File: config.mk
export PLATFORM = sky130hd
export DESIGN_NAME = id_ex_stage
export DESIGN_NICKNAME = d
export VERILOG_FILES = /design/src/rtl/id_ex_stage.sv
export SDC_FILE = /design/constraint.sdc
export NUM_CORES = 1
export LEC_CHECK = 0
export BUFFER_PORTS_ARGS = -buffer_cell sky130_fd_sc_hd__buf_4
export CAP_MARGIN = 25
export CORE_AREA = 2 2 135 137
export DETAILED_ROUTE_END_ITERATION = 8
export DIE_AREA = 0 0 137 139
export PLACE_DENSITY = 0.79
export SLEW_MARGIN = 20
export SYNTH_ARGS = -nofsm -noshare
export SYNTH_HDL_FRONTEND = slang
export SYNTH_SLANG_ARGS = --single-unit
File: constraint.sdc
create_clock -name clk -period 3.8 [get_ports clk]
set_input_delay 0.38 -clock clk [delete_from_list [all_inputs] [get_ports clk]]
set_output_delay 0.38 -clock clk [all_outputs]
set_load 0.05 [all_outputs]
File: src/rtl/id_ex_stage.sv
// Decode-to-execute pipeline register with load-use bubbling, branch flush,
// and an FPU req/ack/done handshake that holds the instruction in EX.
module id_ex_stage #(
    parameter int unsigned XLEN       = 32,
    parameter int unsigned REG_ADDR_W = 5,
    parameter int unsigned CTRL_W     = 20
) (
    input  logic                  clk,
    input  logic                  rst,
    input  logic [CTRL_W-1:0]     ctrl_d,
    input  logic                  mem_read_d,
    input  logic                  reg_write_d,
    input  logic                  fpu_reg_write_d,
    input  logic                  fpu_dispatch_d,
    input  logic [XLEN-1:0]       pc_d,
    input  logic [XLEN-1:0]       rd1_d,
    input  logic [XLEN-1:0]       rd2_d,
    input  logic [XLEN-1:0]       imm_d,
    input  logic [REG_ADDR_W-1:0] rs1_d,
    input  logic [REG_ADDR_W-1:0] rs2_d,
    input  logic [REG_ADDR_W-1:0] rd_d,
    input  logic                  valid_d,
    input  logic                  flush_e,
    input  logic                  fpu_ack,
    input  logic                  fpu_done,
    output logic [CTRL_W-1:0]     ctrl_e,
    output logic                  mem_read_e,
    output logic                  reg_write_e,
    output logic                  fpu_reg_write_e,
    output logic                  fpu_dispatch_e,
    output logic [XLEN-1:0]       pc_e,
    output logic [XLEN-1:0]       rd1_e,
    output logic [XLEN-1:0]       rd2_e,
    output logic [XLEN-1:0]       imm_e,
    output logic [REG_ADDR_W-1:0] rs1_e,
    output logic [REG_ADDR_W-1:0] rs2_e,
    output logic [REG_ADDR_W-1:0] rd_e,
    output logic                  valid_e,
    output logic                  fpu_req,
    output logic                  stall_f,
    output logic                  stall_d
);

    typedef enum logic [1:0] {
        IDLE = 2'd0,
        REQ  = 2'd1,
        BUSY = 2'd2,
        DONE = 2'd3
    } fpu_state_t;

    fpu_state_t state;
    logic       lu;
    logic       fpu_hold;
    logic       ex_hold;
    logic       bubble;

    // Hazard detection; register x0 only counts when the load targets the FP file.
    always_comb begin
        lu = valid_e & mem_read_e & valid_d
           & ((rd_e == rs1_d) | (rd_e == rs2_d))
           & ((rd_e != '0) | fpu_reg_write_e);
        fpu_hold = (state != IDLE) | (valid_e & fpu_dispatch_e);
        ex_hold  = fpu_hold & (state != DONE);
        bubble   = flush_e | lu | ~valid_d;
        stall_f  = lu | ex_hold;
        stall_d  = lu | ex_hold;
    end

    // FPU handshake; fpu_req is high exactly while in REQ.
    always_ff @(posedge clk) begin
        if (rst) begin
            state   <= IDLE;
            fpu_req <= 1'b0;
        end else begin
            case (state)
                IDLE: begin
                    if (valid_e & fpu_dispatch_e) begin
                        state   <= REQ;
                        fpu_req <= 1'b1;
                    end
                end
                REQ: begin
                    if (fpu_ack) begin
                        state   <= fpu_done ? DONE : BUSY;
                        fpu_req <= 1'b0;
                    end
                end
                BUSY: begin
                    if (fpu_done) state <= DONE;
                end
                DONE: begin
                    state <= IDLE;
                end
                default: begin
                    state   <= IDLE;
                    fpu_req <= 1'b0;
                end
            endcase
        end
    end

    // EX register: an in-flight FPU op outranks flush since it is older.
    always_ff @(posedge clk) begin
        if (rst || (!ex_hold && bubble)) begin
            ctrl_e          <= '0;
            mem_read_e      <= 1'b0;
            reg_write_e     <= 1'b0;
            fpu_reg_write_e <= 1'b0;
            fpu_dispatch_e  <= 1'b0;
            pc_e            <= '0;
            rd1_e           <= '0;
            rd2_e           <= '0;
            imm_e           <= '0;
            rs1_e           <= '0;
            rs2_e           <= '0;
            rd_e            <= '0;
            valid_e         <= 1'b0;
        end else if (!ex_hold) begin
            ctrl_e          <= ctrl_d;
            mem_read_e      <= mem_read_d;
            reg_write_e     <= reg_write_d;
            fpu_reg_write_e <= fpu_reg_write_d;
            fpu_dispatch_e  <= fpu_dispatch_d;
            pc_e            <= pc_d;
            rd1_e           <= rd1_d;
            rd2_e           <= rd2_d;
            imm_e           <= imm_d;
            rs1_e           <= rs1_d;
            rs2_e           <= rs2_d;
            rd_e            <= rd_d;
            valid_e         <= 1'b1;
        end
    end

endmodule
==> flow_summary.json <==
{
  "status": "completed",
  "slew-limit-headroom_pct": 37.1,
  "routabilityCongestion": 0.770,
  "start_kind": "flip-flop",
  "critPathKind": "reg -> reg",
  "die_h_um": 139,
  "grt_antenna_before_repair": 0,
  "p_leak_nw": 4.87,
  "synth_flop_cell": "dfxtp_1",
  "nNetsFinal": 1274,
  "clk_path_buf_depth": 2,
  "end_kind": "flip-flop",
  "whs_ns": 0.247,
  "hold_class": "in -> reg",
  "synth.top_cell.area_share_pct": 42.9,
  "via_per_inst": 5.97,
  "synthCells": 832,
  "cts_buffers": 17,
  "fmax_ghz": 0.380,
  "cts.sinks": 171,
  "slew_violations": 0,
  "avgSynthCellArea_um2": 9.60,
  "clk_latency_ns": 0.42,
  "std_cell_rows": 49,
  "initial_core_util_pct": 45.2,
  "grt_pass1_vias": 7713,
  "min_period_over_period_pct": 69.2,
  "finalSetupViolations": 0,
  "synth_compound_area_share_pct": 46.2,
  "synth_edf_count": 0,
  "fp.dieW_um": 137,
  "ys_seq_elements": 171,
  "drtIter0Drc": 522,
  "cts_tree": "yes",
  "fillCellCount": 1540,
  "grt_start_max_net_pins": 161,
  "async_flop_share_pct": 0,
  "post_cts_buffers": 0,
  "wl_per_cell_um": 19.2,
  "design_area_um2": 11000,
  "drtPass1Iterations": 4,
  "yosysSeqAreaShare_pct": 42.9,
  "synth_top_area_cell": "dfxtp_1",
  "cts_root_buffer": "clkbuf_16",
  "fin_setup_tns_ns": 0,
  "synth_top_family_by_area": "compound AO/OA/AOI/OAI gates",
  "path_clk_slew_ns": 0.07,
  "hold_viol_final": 0,
  "yosys_warnings": 0,
  "drive_gt1_share_pct": 36.0,
  "cp.required_ns": 4.14,
  "crit_fanout": 78,
  "power_density_nw_per_um2": 498,
  "worstPathArrival_ns": 2.97,
  "synth_area_um2": 7990,
  "syn_nets": 1010,
  "place_hpwl_um": 16200,
  "overflow": 0,
  "vias": 7986,
  "syn2layout_area_growth_pct": 38.3,
  "cts-hold-fix-buffers": 0,
  "yosysUniqueCellTypes": 34,
  "maxCapViolations": 0,
  "drc": 0,
  "synth_xor_area_share_pct": 1.10,
  "wl_um": 25600,
  "period_needed_ns": 2.63,
  "synthSimpleGateAreaFrac_pct": 1.52,
  "ir_drop_mv": 0.296,
  "final_cell_mix": "buf_4 (352), dfxtp_1 (171), o211ai_1 (166), a2bb2oi_1 (166), o21ai_0 (98)",
  "tightest_slew_ns": 0.943,
  "htreeDepth": 4,
  "ios": 344,
  "antennaDiodeCount": 0,
  "synth_area_leaders": "dfxtp_1 (43%), a2bb2oi_1 (18%), o211ai_1 (16%)",
  "die_area_um2": 19000,
  "finClkSkew_ns": 0.0113,
  "post_cts_resize_count": 0,
  "numPortBuffers": 343,
  "cpPeakStageDelay_ns": 0.74,
  "grt_setup_unrepaired": "false",
  "muxShareOfSynthArea_pct": 0.251,
  "postRouteAntennaNets": 0,
  "worst_path_max_delay_cell": "buf_4",
  "finish.utilization_pct": 62.6,
  "track_usage_pct": 25.8,
  "core_region_area_um2": 17700,
  "placed_cell_area_um2": 10400,
  "grt_first_pass_wirelength_um": 39900,
  "final_common_cell": "buf_4",
  "crit_chain": "inv_1 > ha_1 > a21boi_4 > nor3_4 > buf_4 > a2bb2oi_1 > o21ai_1",
  "synth_fa_ha_area_share_pct": 0.783
}
[cells by family after synthesis]
| family | after synthesis |
|---|---|
| muxes | 2 |
| adders and majority gates | 5 |
| xor gates and xnor gates | 10 |
| and+or+nand+nor | 15 |
| AOI/OAI and AO/OA | 514 |
| DFF | 171 |
| buffers and inverters | 115 |
[metrics by stage]
| step | worst slack, ns | cells | total power [W] |
|---|---|---|---|
| 3_5_place_dp | 1.19 | 1305 | 0.00378 |
| 2_1_floorplan | 1.15 | 832 | 0.00324 |
| 3_3_place_gp | 1.18 | 1305 | 0.00377 |
| 5_1_grt | 0.943 | 1337 | 0.00571 |
| 4_1_cts | 0.746 | 1336 | 0.00551 |
| 6_report | 1.17 | 1337 | 0.00550 |
[path summary, 6_finish.rpt]
| check | startpoint | endpoint | slack [ns] | depth (start not counted) |
|---|---|---|---|---|
| worst max register to register | state[0] | rd2_e[4] | 1.17 | 7 |
| worst min register to register | rd1_e[29] | rd1_e[29] | 0.47 | 2 |
| worst min-delay path | rst | state[1] | 0.25 | 2 |
| worst max-delay path | state[0] | rd2_e[4] | 1.17 | 7 |
[final cells by class]
class	count	area [um2]	area share (%)
clock inverters	12	139	1.26
clock buffers	19	443	4.01
inverters	4	15.0	0.136
multi-input cells	546	4010	36.3
repair buffers	356	2730	24.7
flip-flops and latches	171	3420	31.0
well taps	229	287	2.59
[state kept, by name, summed over array words and instances, names as in the netlist, 2 cells and up]
register,flops
rd1_e,32
ctrl_e,20
rs1_e,5
pc_e,32
rs2_e,5
rd2_e,32
imm_e,32
state,2
rd_e,5
[worst max-delay path, delay by kind of cell, from the launching register on]
kind | cells | cell delay [ns]
buffers and inverters | 2 | 0.87
flip-flops | 1 | 0.41
AND/OR/NAND/NOR | 1 | 0.49
adder cells (fa/ha/maj) | 1 | 0.27
AO/OA/AOI/OAI | 3 | 0.47
[layer usage]
metal  part of all wire, %  vias up  track usage (%)
li1                      -     3820                -
met1                    40     3800             31.9
met2                    48      324             41.8
met3                   9.3       42             8.08
met4                   2.6        0             9.39
met5                     0        -                0
[synthesized netlist by cell type (all sizes together) (2+ instances only)]
cell type / instances
nand2: 2
o21ai: 170
nor2b: 3
nand3: 3
a211oi: 2
ha: 5
dfxtp: 171
buf: 62
xnor2: 10
nor2: 2
a2bb2oi: 166
a221oi: 2
clkbuf: 49
a21oi: 4
inv: 4
mux2i: 2
o211ai: 166
[power by group]
group	leakage (nW)	internal (W)	switching (W)	total, W
clock	0.278	0.000993	0.000740	0.00173
combinational	3.19	0.000525	0.00116	0.00169
sequential	1.40	0.00197	0.000106	0.00207
(Power assumes the default switching activity.)
